File: src/rtl/alu_arbiter_pkg.sv
// Shared definitions for the execute-stage ALU arbiter: command/condition codes,
// NZCV bit positions, the stage-1 control record and the round-robin pick.
package alu_arbiter_pkg;

  localparam int ALU_DW = 32;

  localparam int ST_N = 3;
  localparam int ST_Z = 2;
  localparam int ST_C = 1;
  localparam int ST_V = 0;

  typedef enum logic [3:0] {
    EXE_AND = 4'h0,
    EXE_EOR = 4'h1,
    EXE_SUB = 4'h2,
    EXE_RSB = 4'h3,
    EXE_ADD = 4'h4,
    EXE_ADC = 4'h5,
    EXE_SBC = 4'h6,
    EXE_RSC = 4'h7,
    EXE_TST = 4'h8,
    EXE_TEQ = 4'h9,
    EXE_CMP = 4'hA,
    EXE_CMN = 4'hB,
    EXE_ORR = 4'hC,
    EXE_MOV = 4'hD,
    EXE_BIC = 4'hE,
    EXE_MVN = 4'hF
  } exe_cmd_e;

  typedef enum logic [3:0] {
    COND_EQ = 4'h0,
    COND_NE = 4'h1,
    COND_CS = 4'h2,
    COND_CC = 4'h3,
    COND_MI = 4'h4,
    COND_PL = 4'h5,
    COND_VS = 4'h6,
    COND_VC = 4'h7,
    COND_HI = 4'h8,
    COND_LS = 4'h9,
    COND_GE = 4'hA,
    COND_LT = 4'hB,
    COND_GT = 4'hC,
    COND_LE = 4'hD,
    COND_AL = 4'hE,
    COND_NV = 4'hF
  } cond_e;

  typedef struct packed {
    logic     id;
    exe_cmd_e cmd;
    logic     s;
    cond_e    cond;
  } op_ctl_t;

  // Returns {gnt1, gnt0}; on a tie the requester not granted last wins.
  function automatic logic [1:0] rr_pick(input logic req0, input logic req1, input logic last);
    logic [1:0] g;
    g = 2'b00;
    if (req0 && req1) begin
      g = last ? 2'b01 : 2'b10;
    end else if (req0) begin
      g = 2'b01;
    end else if (req1) begin
      g = 2'b10;
    end
    return g;
  endfunction

endpackage

File: src/rtl/alu_arbiter_if.sv
// Requester, ALU and response signals of the ALU arbiter; slave = arbiter side,
// master = issue logic / ALU / consumer side.
interface alu_arbiter_if #(
  parameter int DW = 32
);
  logic          req0;
  logic          req1;
  logic [3:0]    cmd0;
  logic [3:0]    cmd1;
  logic [DW-1:0] a0;
  logic [DW-1:0] a1;
  logic [DW-1:0] b0;
  logic [DW-1:0] b1;
  logic          s0;
  logic          s1;
  logic [3:0]    cond0;
  logic [3:0]    cond1;
  logic          gnt0;
  logic          gnt1;
  logic          flush;
  logic [DW-1:0] alu_a;
  logic [DW-1:0] alu_b;
  logic [3:0]    alu_cmd;
  logic          alu_cin;
  logic [DW-1:0] alu_result;
  logic [3:0]    alu_status;
  logic          rsp_valid;
  logic          rsp_id;
  logic          rsp_exec;
  logic [DW-1:0] rsp_result;
  logic [3:0]    status_q;

  modport slave (
    input  req0, req1, cmd0, cmd1, a0, a1, b0, b1, s0, s1, cond0, cond1, flush,
    input  alu_result, alu_status,
    output gnt0, gnt1, alu_a, alu_b, alu_cmd, alu_cin,
    output rsp_valid, rsp_id, rsp_exec, rsp_result, status_q
  );

  modport master (
    output req0, req1, cmd0, cmd1, a0, a1, b0, b1, s0, s1, cond0, cond1, flush,
    output alu_result, alu_status,
    input  gnt0, gnt1, alu_a, alu_b, alu_cmd, alu_cin,
    input  rsp_valid, rsp_id, rsp_exec, rsp_result, status_q
  );

endinterface

File: src/rtl/alu_arbiter_cond_check.sv
// ARM condition-code evaluation against an {N,Z,C,V} word; purely combinational.
module alu_arbiter_cond_check
  import alu_arbiter_pkg::*;
(
  input  cond_e      cond_i,
  input  logic [3:0] nzcv_i,
  output logic       pass_o
);

  logic n, z, c, v;

  assign n = nzcv_i[ST_N];
  assign z = nzcv_i[ST_Z];
  assign c = nzcv_i[ST_C];
  assign v = nzcv_i[ST_V];

  always_comb begin
    pass_o = 1'b0;
    case (cond_i)
      COND_EQ: pass_o = z;
      COND_NE: pass_o = ~z;
      COND_CS: pass_o = c;
      COND_CC: pass_o = ~c;
      COND_MI: pass_o = n;
      COND_PL: pass_o = ~n;
      COND_VS: pass_o = v;
      COND_VC: pass_o = ~v;
      COND_HI: pass_o = c & ~z;
      COND_LS: pass_o = ~c | z;
      COND_GE: pass_o = (n == v);
      COND_LT: pass_o = (n != v);
      COND_GT: pass_o = ~z & (n == v);
      COND_LE: pass_o = z | (n != v);
      COND_AL: pass_o = 1'b1;
      default: pass_o = 1'b0;  // NV never executes
    endcase
  end

endmodule

File: src/rtl/alu_arbiter.sv
// Shares the execute-stage ALU between main pipe (0) and aux unit (1): round-robin grant,
// operand latch then result register (gnt -> rsp two cycles later), owns NZCV and cond eval.
module alu_arbiter
  import alu_arbiter_pkg::*;
#(
  parameter int DW = ALU_DW
) (
  input  logic         clk,
  input  logic         rst_n,
  alu_arbiter_if.slave bus
);

  logic [1:0]    gnt;
  logic          last_q, last_d;
  logic          s1_valid_q, s1_valid_d;
  op_ctl_t       s1_ctl_q, s1_ctl_d;
  logic [DW-1:0] s1_a_q, s1_a_d;
  logic [DW-1:0] s1_b_q, s1_b_d;
  logic          pass;
  logic          fire;
  logic          rsp_valid_q, rsp_valid_d;
  logic          rsp_id_q, rsp_id_d;
  logic          rsp_exec_q, rsp_exec_d;
  logic [DW-1:0] rsp_result_q, rsp_result_d;
  logic [3:0]    status_q, status_d;

  // Grant and stage-1 capture; flush never blocks a same-cycle grant.
  always_comb begin
    gnt        = rr_pick(bus.req0, bus.req1, last_q) & {2{rst_n}};
    last_d     = last_q;
    s1_valid_d = |gnt;
    s1_ctl_d   = s1_ctl_q;
    s1_a_d     = s1_a_q;
    s1_b_d     = s1_b_q;
    if (gnt[0]) begin
      last_d   = 1'b0;
      s1_ctl_d = '{id: 1'b0, cmd: exe_cmd_e'(bus.cmd0), s: bus.s0, cond: cond_e'(bus.cond0)};
      s1_a_d   = bus.a0;
      s1_b_d   = bus.b0;
    end else if (gnt[1]) begin
      last_d   = 1'b1;
      s1_ctl_d = '{id: 1'b1, cmd: exe_cmd_e'(bus.cmd1), s: bus.s1, cond: cond_e'(bus.cond1)};
      s1_a_d   = bus.a1;
      s1_b_d   = bus.b1;
    end
  end

  alu_arbiter_cond_check u_cond_check (
    .cond_i (s1_ctl_q.cond),
    .nzcv_i (status_q),
    .pass_o (pass)
  );

  assign fire = s1_valid_q & ~bus.flush;

  // Flags written here are visible to the very next stage-1 op, so no hazard logic is needed.
  always_comb begin
    rsp_valid_d  = fire;
    rsp_id_d     = rsp_id_q;
    rsp_exec_d   = rsp_exec_q;
    rsp_result_d = rsp_result_q;
    status_d     = status_q;
    if (fire) begin
      rsp_id_d     = s1_ctl_q.id;
      rsp_exec_d   = pass;
      rsp_result_d = pass ? bus.alu_result : '0;
      if (pass && s1_ctl_q.s) begin
        status_d = bus.alu_status;
      end
    end
  end

  always_ff @(posedge clk or negedge rst_n) begin
    if (!rst_n) begin
      last_q       <= 1'b1;
      s1_valid_q   <= 1'b0;
      s1_ctl_q     <= '0;
      s1_a_q       <= '0;
      s1_b_q       <= '0;
      rsp_valid_q  <= 1'b0;
      rsp_id_q     <= 1'b0;
      rsp_exec_q   <= 1'b0;
      rsp_result_q <= '0;
      status_q     <= 4'b0000;
    end else begin
      last_q       <= last_d;
      s1_valid_q   <= s1_valid_d;
      s1_ctl_q     <= s1_ctl_d;
      s1_a_q       <= s1_a_d;
      s1_b_q       <= s1_b_d;
      rsp_valid_q  <= rsp_valid_d;
      rsp_id_q     <= rsp_id_d;
      rsp_exec_q   <= rsp_exec_d;
      rsp_result_q <= rsp_result_d;
      status_q     <= status_d;
    end
  end

  assign bus.gnt0       = gnt[0];
  assign bus.gnt1       = gnt[1];
  assign bus.alu_a      = s1_a_q;
  assign bus.alu_b      = s1_b_q;
  assign bus.alu_cmd    = s1_ctl_q.cmd;
  assign bus.alu_cin    = status_q[ST_C];
  assign bus.rsp_valid  = rsp_valid_q;
  assign bus.rsp_id     = rsp_id_q;
  assign bus.rsp_exec   = rsp_exec_q;
  assign bus.rsp_result = rsp_result_q;
  assign bus.status_q   = status_q;

endmodule

File: src/flat_wrapper.sv
// flat-port wrapper written by rule: the top's interface ports become plain ports
module alu_arbiter_flat import alu_arbiter_pkg::*;
#(
  parameter int DW = ALU_DW
)
  (clk, rst_n, bus_req0, bus_req1, bus_cmd0, bus_cmd1, bus_a0, bus_a1, bus_b0, bus_b1, bus_s0, bus_s1, bus_cond0, bus_cond1, bus_flush, bus_alu_result, bus_alu_status, bus_gnt0, bus_gnt1, bus_alu_a, bus_alu_b, bus_alu_cmd, bus_alu_cin, bus_rsp_valid, bus_rsp_id, bus_rsp_exec, bus_rsp_result, bus_status_q);
  alu_arbiter_if #(.DW(DW)) bus_i ();
  input  logic clk;
  input  logic rst_n;
  input wire logic [$bits(bus_i.req0)-1:0] bus_req0;
  input wire logic [$bits(bus_i.req1)-1:0] bus_req1;
  input wire logic [$bits(bus_i.cmd0)-1:0] bus_cmd0;
  input wire logic [$bits(bus_i.cmd1)-1:0] bus_cmd1;
  input wire logic [$bits(bus_i.a0)-1:0] bus_a0;
  input wire logic [$bits(bus_i.a1)-1:0] bus_a1;
  input wire logic [$bits(bus_i.b0)-1:0] bus_b0;
  input wire logic [$bits(bus_i.b1)-1:0] bus_b1;
  input wire logic [$bits(bus_i.s0)-1:0] bus_s0;
  input wire logic [$bits(bus_i.s1)-1:0] bus_s1;
  input wire logic [$bits(bus_i.cond0)-1:0] bus_cond0;
  input wire logic [$bits(bus_i.cond1)-1:0] bus_cond1;
  input wire logic [$bits(bus_i.flush)-1:0] bus_flush;
  input wire logic [$bits(bus_i.alu_result)-1:0] bus_alu_result;
  input wire logic [$bits(bus_i.alu_status)-1:0] bus_alu_status;
  output wire logic [$bits(bus_i.gnt0)-1:0] bus_gnt0;
  output wire logic [$bits(bus_i.gnt1)-1:0] bus_gnt1;
  output wire logic [$bits(bus_i.alu_a)-1:0] bus_alu_a;
  output wire logic [$bits(bus_i.alu_b)-1:0] bus_alu_b;
  output wire logic [$bits(bus_i.alu_cmd)-1:0] bus_alu_cmd;
  output wire logic [$bits(bus_i.alu_cin)-1:0] bus_alu_cin;
  output wire logic [$bits(bus_i.rsp_valid)-1:0] bus_rsp_valid;
  output wire logic [$bits(bus_i.rsp_id)-1:0] bus_rsp_id;
  output wire logic [$bits(bus_i.rsp_exec)-1:0] bus_rsp_exec;
  output wire logic [$bits(bus_i.rsp_result)-1:0] bus_rsp_result;
  output wire logic [$bits(bus_i.status_q)-1:0] bus_status_q;
  assign bus_i.req0 = bus_req0;
  assign bus_i.req1 = bus_req1;
  assign bus_i.cmd0 = bus_cmd0;
  assign bus_i.cmd1 = bus_cmd1;
  assign bus_i.a0 = bus_a0;
  assign bus_i.a1 = bus_a1;
  assign bus_i.b0 = bus_b0;
  assign bus_i.b1 = bus_b1;
  assign bus_i.s0 = bus_s0;
  assign bus_i.s1 = bus_s1;
  assign bus_i.cond0 = bus_cond0;
  assign bus_i.cond1 = bus_cond1;
  assign bus_i.flush = bus_flush;
  assign bus_i.alu_result = bus_alu_result;
  assign bus_i.alu_status = bus_alu_status;
  assign bus_gnt0 = bus_i.gnt0;
  assign bus_gnt1 = bus_i.gnt1;
  assign bus_alu_a = bus_i.alu_a;
  assign bus_alu_b = bus_i.alu_b;
  assign bus_alu_cmd = bus_i.alu_cmd;
  assign bus_alu_cin = bus_i.alu_cin;
  assign bus_rsp_valid = bus_i.rsp_valid;
  assign bus_rsp_id = bus_i.rsp_id;
  assign bus_rsp_exec = bus_i.rsp_exec;
  assign bus_rsp_result = bus_i.rsp_result;
  assign bus_status_q = bus_i.status_q;
  alu_arbiter #(.DW(DW)) u_core (.clk(clk), .rst_n(rst_n), .bus(bus_i));
endmodule
File: config.mk
export PLATFORM = sky130hd
export DESIGN_NAME = alu_arbiter_flat
export DESIGN_NICKNAME = d
export VERILOG_FILES = /design/src/rtl/alu_arbiter_pkg.sv /design/src/rtl/alu_arbiter_if.sv /design/src/rtl/alu_arbiter_cond_check.sv /design/src/rtl/alu_arbiter.sv /design/src/flat_wrapper.sv
export SDC_FILE = /design/constraint.sdc
export NUM_CORES = 1
export LEC_CHECK = 0
export CORE_MARGIN = 3
export CORE_UTILIZATION = 40
export DETAILED_ROUTE_END_ITERATION = 10
export PLACE_DENSITY = 0.84
export SLEW_MARGIN = 25
export SYNTH_ARGS = -nofsm -noshare
export SYNTH_HDL_FRONTEND = slang
export SYNTH_HIERARCHICAL = 1
export SYNTH_SLANG_ARGS = --single-unit
File: constraint.sdc
create_clock -name clk -period 2.4 [get_ports clk]
set_input_delay 0.36 -clock clk [delete_from_list [all_inputs] [get_ports clk]]
set_output_delay 0.36 -clock clk [all_outputs]
set_load 0.05 [all_outputs]
==> impl_metrics.csv, run 1 <==
group,metric,value,unit
run_status,status,"finished, final reports clean",
global_routing,use_met3,0.08145,
global_routing,grt_busiest_layer,"met2",
sta,fin_crit,2.193,ns
route,avgViaCountPerCell,5.246,
sta,finClkSkew,0.01189,ns
route,drtIter0Drc,316,
power_and_ir_drop,power_density,897.8,mW/mm^2
sta,finalSetupViolCount,0,
synthesis,avgSynthCellArea,9.163,sq um
clock_tree,clock-root-buffer,"clkbuf_16",
placement,gp_congestion,0.8336,
floorplan,row_count,42,
power_and_ir_drop,p_leak,3.790,nW
route,firstDrtPassIters,5,
synthesis,synthTopCellsByArea,"dfrtp_1, or3b_1, a31oi_1, nor2_1, nand2_1",
placement,io_buffer_count,296,
power_and_ir_drop,pwr-share-comb,0.396,
synthesis,ys.warnings.count,6,
global_routing,grt_usage,0.2239,
route,drc,0,
floorplan,dieArea,0.01564,sq mm
floorplan,coreArea,0.01356,sq mm
clock_tree,cts_num_sinks,115,
synthesis,syn_area,0.005672,sq mm
power_and_ir_drop,internal_power,0.005126,W
sta,finalHoldViolCount,0,
power_and_ir_drop,swShare,0.3852,
global_routing,grt_pass1_wl,28.13,mm
clock_tree,clockBufferDepth,2,
power_and_ir_drop,vdd_ir_drop_max,0.4469,mV
hold_path,hold_path.class,"primary input to asynchronous set/reset pin",
sta,tns,0,ns
synthesis,synthCells,619,
clock_tree,htreeDepth,4,
floorplan,die_height,125.1,um
global_routing,use_met1,0.2486,
critical_path,path_class,"primary input to primary output",
final_layout,num_antenna_cells,0,
synthesis,synth_top_area_share,0.5030,
final_layout,area_growth,63.75,%
run,max_cap_violations,0,
power_and_ir_drop,share_seq_of_total_power,0.309,
critical_path,crit_path_start_kind,"primary input",
route,ant_nets,0,
sta,rsz0062_at_grt,"false",
final_layout,fin_util,0.6850,
final_layout,layout_commonest_cell,"clkdlybuf4s50_1",
sta,drv_slew,0,
global_routing,grt_max_degree,113,
floorplan,die_w,125.1,um
synthesis,async_flop_share,1.000,
global_routing,antenna_found_initial,1,
final_layout,n_fill_cell,1078,
final_layout,layout_common_cells,"clkdlybuf4s50_1, dfrtp_1, nor2_1",
final_layout,drive_gt1_frac,0.05724,
final_layout,final_cell_area,0.009288,sq mm
floorplan,start_util,0.4183,
synthesis,synth_cell_type_count,38,
clock_tree,clkLatencyLatePin,0.41,ns
clock_tree,cts_tree,"built",
clock_tree,clk_pin_slew_worst_paths,0.05,ns
sta,maxSlewHeadroom,0.6244,
placement,place_area,0.008700,sq mm
critical_path,path_max_fanout,26,
synthesis,syn_nets,806,
clock_tree,cts_buffers,17,
synthesis,yosys.area.top_type,"dfrtp_1",
critical_path,critPathCaptureType,"primary output",
placement,hpwl,12.65,mm
synthesis,synthFlopType,"dfrtp_1",
synthesis,ys_seq_area_frac,0.5076,
final_layout,final_nets,1066,
power_and_ir_drop,clkPwrFrac,0.295,
global_routing,grt_use_met2,0.3882,
critical_path,crit_required,2.04,ns
route,routed_wl,17.87,mm
floorplan,io_pins,297,
clock_tree,post_cts_resized,0,
route,wire_per_inst,16.75,um
global_routing,overflow,0,
route,via_count,5597,
sta,timing.final.crit_share,0.9139,
power_and_ir_drop,p_sw,0.003212,W
synthesis,ys_seq_elements,115,
synthesis,synth-edff-count,0,
sta,max_freq,455.9,MHz
global_routing,grt_pass1_vias,5390,
critical_path,arrival,1.83,ns
sta,tightest_slew,0.5634,ns
-- flip-flops by register name (all words and copies together), names as in the netlist --
signal                 cells
u_core/s1_valid_q          1
u_core/bus.alu_a          32
u_core/s1_ctl_q            6
u_core/bus.alu_cmd         4
u_core/last_q              1
u_core/bus.alu_b          32
u_core/bus.rsp_exec        1
u_core/bus.status_q        4
u_core/bus.rsp_valid       1
u_core/bus.rsp_id          1
u_core/bus.rsp_result     32
-- path summary, 6_finish.rpt --
check / startpoint / endpoint / slack [ns] / cells past startpoint
worst max-delay path: rst_n / bus_gnt0 / 0.21 / 5
worst min-delay path: rst_n / u_core/bus.alu_b[25] / 0.40 / 2
worst max register to register: u_core/bus.status_q[3] / u_core/bus.status_q[0] / 0.32 / 6
worst min register to register: u_core/bus.rsp_result[13] / u_core/bus.rsp_result[13] / 0.47 / 2
max in group asynchronous: rst_n / u_core/bus.alu_a[23] / 1.18 / 3
min in group clk: u_core/bus.rsp_result[13] / u_core/bus.rsp_result[13] / 0.47 / 2
-- worst max-delay path, stage by stage --
cell	delay, ns
dlygate4sd3_1	0.54
buf_4	0.26
nand2_4	0.21
nor2_1	0.26
buf_12	0.17
-- logic make-up (layout without fill, tap and decap cells) --
| logic type | count (synthesis) | in the layout | synth area share |
|---|---|---|---|
| simple gates | 265 | 265 | 0.2530 |
| compound gates | 161 | 161 | 0.1626 |
| flops | 115 | 115 | 0.5076 |
| buf+inv | 71 | 343 | 0.06177 |
| mux | 5 | 5 | 0.01059 |
| xor+xnor | 2 | 2 | 0.004413 |
-- power groups by stage --
stage / combinational [W] / clock, W / sequential, W
6_report: 0.00330 / 0.00246 / 0.00258
5_1_grt: 0.00347 / 0.00258 / 0.00264
4_1_cts: 0.00332 / 0.00251 / 0.00258
3_5_place_dp: 0.00330 / 0 / 0.00260
3_3_place_gp: 0.00327 / 0 / 0.00259
2_1_floorplan: 0.000844 / 0 / 0.00378
-- metal layers --
| metal | wire length [um] | up-vias |
|---|---|---|
| met5 | 13 | - |
| met4 | 525 | 2 |
| met3 | 1442 | 38 |
| met2 | 9150 | 252 |
| met1 | 6739 | 2598 |
| li1 | - | 2707 |
-- through the flow --
stage,power [W],std cells,setup slack (ns),hold slack (ns)
global route,0.008694,1067,0.09747,0.3954
floorplan,0.004627,619,0.08152,0.06441
finish,0.008339,1067,0.2066,0.3954
CTS,0.008408,1067,0.1795,0.3766
detailed placement,0.005908,1035,0.2715,0.2513
global placement,0.005855,1035,0.3630,0.2515
-- final cells by class --
cell class / count / area, sq um / area share
timing repair buffer: 308 / 3136 / 0.3376
inverter: 4 / 15.01 / 0.001617
sequential: 115 / 2879 / 0.3100
multi-input combinational: 433 / 2460 / 0.2649
tap: 176 / 220.2 / 0.02371
clock inverter: 10 / 107.6 / 0.01159
clock buffer: 21 / 470.5 / 0.05065
-- synth_stat cells, types with 3 or more instances --
library cell,count
a21oi_1,3
a31oi_1,73
buf_1,7
buf_2,11
buf_4,5
buf_6,4
clkbuf_1,37
dfrtp_1,114
inv_1,3
mux2_1,4
nand2_1,71
nand2b_1,3
nand3_1,34
nor2_1,76
o21ai_0,25
o21ai_1,51
or3b_1,73
-- what timing repair did --
action,CTS,global route
buffers inserted,0,0
hold endpoints to repair,9,0
hold buffers,1,0
No activity file was read; power rests on OpenSTA's default activity.
==> run 2: changes to the inputs <==
Settings changed: CORE_ASPECT_RATIO set to 1.2.
==> run 2 against run 1 <==
- global-route usage is essentially flat
- power up 1.2%
- clock skew fell by 0.0047 ns
- maximum frequency decreased by 1.7%
- via count decreased by 1.4%
- critical path depth did not move
- core utilization shrank 0.52 points
- final area grew 1.2%
==> impl_metrics.csv, run 2 (synthesized netlist as in run 1, its figures left out) <==
group,metric,value,unit
run_status,status,"finished, final reports clean",
critical_path,critPathCaptureType,"primary output",
clock_tree,cts_setup_buffers,0,
critical_path,crit_required,2.04,ns
power_and_ir_drop,clkPwrFrac,0.301,
global_routing,grt_usage,0.2241,
final_layout,area_growth,65.65,%
clock_tree,clock-root-buffer,"clkbuf_16",
power_and_ir_drop,share_seq_of_total_power,0.305,
clock_tree,clkLatencyLatePin,0.41,ns
sta,timing.final.crit_share,0.9301,
final_layout,layout_commonest_cell,"clkdlybuf4s50_1",
critical_path,path_class,"primary input to primary output",
floorplan,die_w,114.7,um
sta,fin_crit,2.232,ns
final_layout,layout_common_cells,"clkdlybuf4s50_1, dfrtp_1, nor2_1",
route,ant_nets,0,
final_layout,num_antenna_cells,0,
clock_tree,cts_buffers,17,
route,drtIter0Drc,422,
clock_tree,htreeDepth,4,
sta,drv_slew,0,
final_layout,drive_gt1_frac,0.07087,
route,routed_wl,18.09,mm
route,via_count,5516,
clock_tree,cts_tree,"built",
sta,finalSetupViolCount,0,
run,max_cap_violations,0,
power_and_ir_drop,vdd_ir_drop_max,0.7387,mV
final_layout,fin_util,0.6799,
power_and_ir_drop,p_leak,3.854,nW
clock_tree,clk_pin_slew_worst_paths,0.06,ns
placement,io_buffer_count,296,
sta,max_freq,448.0,MHz
power_and_ir_drop,internal_power,0.005106,W
critical_path,crit_path_start_kind,"primary input",
clock_tree,clockBufferDepth,2,
floorplan,dieArea,0.01565,sq mm
sta,rsz0062_at_grt,"false",
power_and_ir_drop,power_density,898.2,mW/mm^2
floorplan,row_count,47,
clock_tree,cts_num_sinks,115,
final_layout,final_nets,1077,
power_and_ir_drop,swShare,0.3950,
route,avgViaCountPerCell,5.136,
sta,tns,0,ns
global_routing,overflow,0,
global_routing,antenna_found_initial,0,
global_routing,grt_pass1_vias,5231,
route,firstDrtPassIters,4,
power_and_ir_drop,p_sw,0.003333,W
route,drc,0,
floorplan,coreArea,0.01382,sq mm
sta,finClkSkew,0.007214,ns
floorplan,die_height,136.4,um
sta,finalHoldViolCount,0,
placement,hpwl,13.49,mm
floorplan,start_util,0.4104,
global_routing,grt_max_degree,61,
sta,maxSlewHeadroom,0.5986,
placement,gp_congestion,0.7923,
critical_path,path_max_fanout,34,
sta,hold-worst-slack,0.4183,ns
power_and_ir_drop,pwr-share-comb,0.394,
sta,tightest_slew,0.6002,ns
critical_path,arrival,1.87,ns
route,wire_per_inst,16.84,um
global_routing,grt_pass1_wl,27.32,mm
hold_path,hold_path.class,"primary input to asynchronous set/reset pin",
floorplan,io_pins,297,
## run 2: cell types whose count changed in the layout (fill, tap and decap cells not counted)
cell / before / now
buf_12: 7 / 8
buf_4: 7 / 16
buf_6: 0 / 1
clkbuf_1: 1 / 0
clkbuf_8: 3 / 0
clkinv_2: 5 / 1
clkinv_4: 0 / 2
clkinvlp_4: 3 / 2
inv_6: 0 / 8
## run 2: final cells by class
class                      count  area [sq um]
clock inverter                15         167.7
sequential                   115          2879
clock buffer                  17         425.4
timing repair buffer         319          3234
inverter                       4         15.01
multi-input combinational    433          2460
tap                          171         214.0
fill                        1070          4424
## run 2: layer usage
| metal | wire length, um | global-route usage |
|---|---|---|
| met5 | 0 | 0 |
| met4 | 438 | 0.08089 |
| met3 | 1193 | 0.06278 |
| met2 | 9690 | 0.3987 |
| met1 | 6762 | 0.2553 |
## run 2: final timing paths
check,startpoint,end,slack (ns),cells after the start
max in group asynchronous,rst_n,u_core/bus.rsp_exec,0.72,4
worst max-delay path,rst_n,bus_gnt0,0.17,5
worst max register to register,u_core/s1_ctl_q[2],u_core/bus.status_q[0],0.33,6
worst min-delay path,rst_n,u_core/bus.alu_b[23],0.42,2
min in group clk,u_core/bus.rsp_result[31],u_core/bus.rsp_result[31],0.47,2
worst min register to register,u_core/bus.rsp_result[31],u_core/bus.rsp_result[31],0.47,2
## run 2: per-stage QoR
| step | cell area, sq um | worst slack (ns) | total power (W) | std cells |
|---|---|---|---|---|
| final | 9395 | 0.1678 | 0.008439 | 1074 |
| after global routing | 9395 | 0.07315 | 0.008825 | 1074 |
| after CTS | 9392 | 0.06237 | 0.008514 | 1074 |
| after detailed placement | 8788 | 0.3066 | 0.005937 | 1041 |
| after global placement | 8788 | 0.3759 | 0.005879 | 1041 |
| after floorplan | 5672 | 0.08152 | 0.004627 | 619 |
## run 2: power by group through the flow
stage                     Combinational, W  Clock [W]  Sequential, W
after CTS                          0.00335    0.00259        0.00258
final                              0.00332    0.00254        0.00258
after floorplan                   0.000844          0        0.00378
after global routing               0.00352    0.00268        0.00263
after global placement             0.00329          0        0.00259
after detailed placement           0.00333          0        0.00261
## run 2: what timing repair did
| action | 4_1_cts | 5_1_grt |
|---|---|---|
| endpoints found under the hold margin | 16 | 0 |
| hold buffers | 1 | 0 |
| resized for setup | 0 | 1 |
| setup endpoints to repair | 0 | 1 |
## run 2: worst max-delay path: stages
cell           delay, ns
dlygate4sd3_1       0.59
buf_6               0.24
nand2_4             0.24
nor2_1              0.26
buf_12              0.17
==> run 3: changes to the inputs <==
Settings changed: CORE_UTILIZATION 40 to 25, PLACE_DENSITY 0.84 to 0.58.
==> run 3 against run 2 <==
- sequential share of layout area fell by 0.57 points
- non-clock buffer count shrank 3
- core utilization down 24 points
- wire length increased by 5.7%
==> impl_metrics.csv, run 3 (synthesized netlist as in run 1, its figures left out) <==
group,metric,value,unit
critical_path,timing.critical_path.to,"bus_gnt0",
floorplan,dieArea,0.02454,sq mm
floorplan,die_w,143.5,um
power_and_ir_drop,p_leak,3.879,nW
route,firstDrtPassIters,4,
sta,rsz0062_at_grt,"false",
critical_path,path_class,"primary input to primary output",
route,drtIter0Drc,209,
global_routing,grt_pass1_wl,29.39,mm
global_routing,overflow,0,
critical_path,r2r_cells,6,
clock_tree,clock-root-buffer,"clkbuf_16",
placement,gp_congestion,0.7646,
critical_path,path_max_fanout,34,
critical_path,cp_slowest_cell,"dlygate4sd3_1",
final_layout,final_nets,1074,
route,via_count,5409,
route,ant_nets,0,
power_and_ir_drop,vdd_ir_drop_max,0.4320,mV
clock_tree,cts_num_sinks,115,
clock_tree,clk_pin_slew_worst_paths,0.06,ns
sta,finClkSkew,0.008262,ns
power_and_ir_drop,power_density,906.0,mW/mm^2
final_layout,drive_gt1_frac,0.06778,
critical_path,crit_path_cell_trace,"dlygate4sd3_1 > buf_4 > nand2_4 > nor2_1 > buf_12",
placement,dp_cells,1141,
sta,maxSlewHeadroom,0.5846,
final_layout,layout.cells.non_filler,1174,
clock_tree,clockBufferDepth,2,
global_routing,grt_max_degree,109,
placement,io_buffer_count,296,
global_routing,grt_usage,0.1538,
critical_path,crit_required,2.04,ns
floorplan,coreArea,0.02200,sq mm
sta,tns,0,ns
clock_tree,htreeDepth,4,
route,wire_per_inst,16.29,um
sta,hold-worst-slack,0.4111,ns
critical_path,reg2reg_to,"u_core/bus.status_q[1]",
critical_path,cpPeakStageDelay,0.57,ns
sta,finalHoldViolCount,0,
route,routed_wl,19.12,mm
critical_path,critPathCaptureType,"primary output",
floorplan,start_util,0.2578,
critical_path,arrival,1.90,ns
clock_tree,clkLatencyLatePin,0.41,ns
global_routing,antenna_found_initial,0,
critical_path,crit_path_start_kind,"primary input",
sta,fin_crit,2.264,ns
route,drc,0,
critical_path,cp-startpoint,"rst_n",
run_status,status,"finished, final reports clean",
final_layout,layout_commonest_cell,"clkdlybuf4s50_1",
sta,timing.final.crit_share,0.9433,
run,max_cap_violations,0,
floorplan,row_count,59,
critical_path,r2r_slack,0.36,ns
sta,drv_slew,0,
final_layout,area_growth,68.78,%
route,avgViaCountPerCell,4.607,
clock_tree,cts_tree,"built",
power_and_ir_drop,finalPower,0.008673,W
sta,tightest_slew,0.6231,ns
floorplan,die_height,171.0,um
clock_tree,cts_buffers,17,
global_routing,grt_pass1_vias,5257,
hold_path,hold_path.class,"primary input to asynchronous set/reset pin",
final_layout,layout_common_cells,"clkdlybuf4s50_1, dfrtp_1, nor2_1",
floorplan,io_pins,297,
clock_tree,post_cts_resized,0,
placement,hpwl,13.94,mm
sta,max_freq,441.7,MHz
sta,finalSetupViolCount,0,
critical_path,r2r-start,"u_core/bus.status_q[3]",
final_layout,num_antenna_cells,0,
run 3: layer usage:
metal / vias up / part of all wire / routed length (um) / track usage
met1: 2488 / 0.42 / 8066 / 0.1891
met2: 174 / 0.50 / 9493 / 0.2562
met5: - / 0 / 0 / 0
met3: 18 / 0.064 / 1215 / 0.04613
li1: 2729 / - / - / -
met4: 0 / 0.018 / 347 / 0.05364
run 3: metrics by stage:
step / utilization / cell area (sq um) / setup WS (ns)
final: 0.4352 / 9573 / 0.1361
after global routing: 0.4352 / 9573 / 0.006570
after CTS: 0.4352 / 9573 / 0.08994
after detailed placement: 0.4055 / 8920 / 0.2709
after global placement: 0.4055 / 8920 / 0.3313
after floorplan: - / 5672 / 0.08152
run 3: report_power, final:
part	switching [W]	internal [W]	total, W	leakage [nW]
logic	0.00208	0.00124	0.00332	2.21
registers	0.000253	0.00231	0.00256	1.35
clock network	0.00102	0.00177	0.00279	0.317
run 3: repair_timing:
item                                   CTS  global route
endpoints found under the hold margin    6             0
hold buffers                             1             0
setup buffers                            0             0
run 3: worst min path at each step:
stage                     depth (start not counted)  startpoint  slack [ns]              endpoint
after floorplan                                   0       rst_n        0.06   u_core/bus.alu_a[0]
after global placement                            1       rst_n        0.24  u_core/bus.alu_b[30]
after detailed placement                          1       rst_n        0.24  u_core/bus.alu_b[30]
after CTS                                         2       rst_n        0.40   u_core/bus.alu_a[5]
after global routing                              2       rst_n        0.43  u_core/bus.alu_a[10]
final                                             2       rst_n        0.41  u_core/bus.alu_a[11]
run 3: area by class of cell:
class                   instances  area [sq um]
repair buffers                316          3233
well taps                     274         342.8
clock inverters                15         217.7
clock buffers                  17         425.4
flip-flops and latches        115          2879
inverters                       4         15.01
multi-input cells             433          2460
fillers                      2203         12430
run 3: critical path: cells and delay by family:
kind / cells / cell delay, ns
buf+inv: 3 / 0.99
simple gates: 2 / 0.53
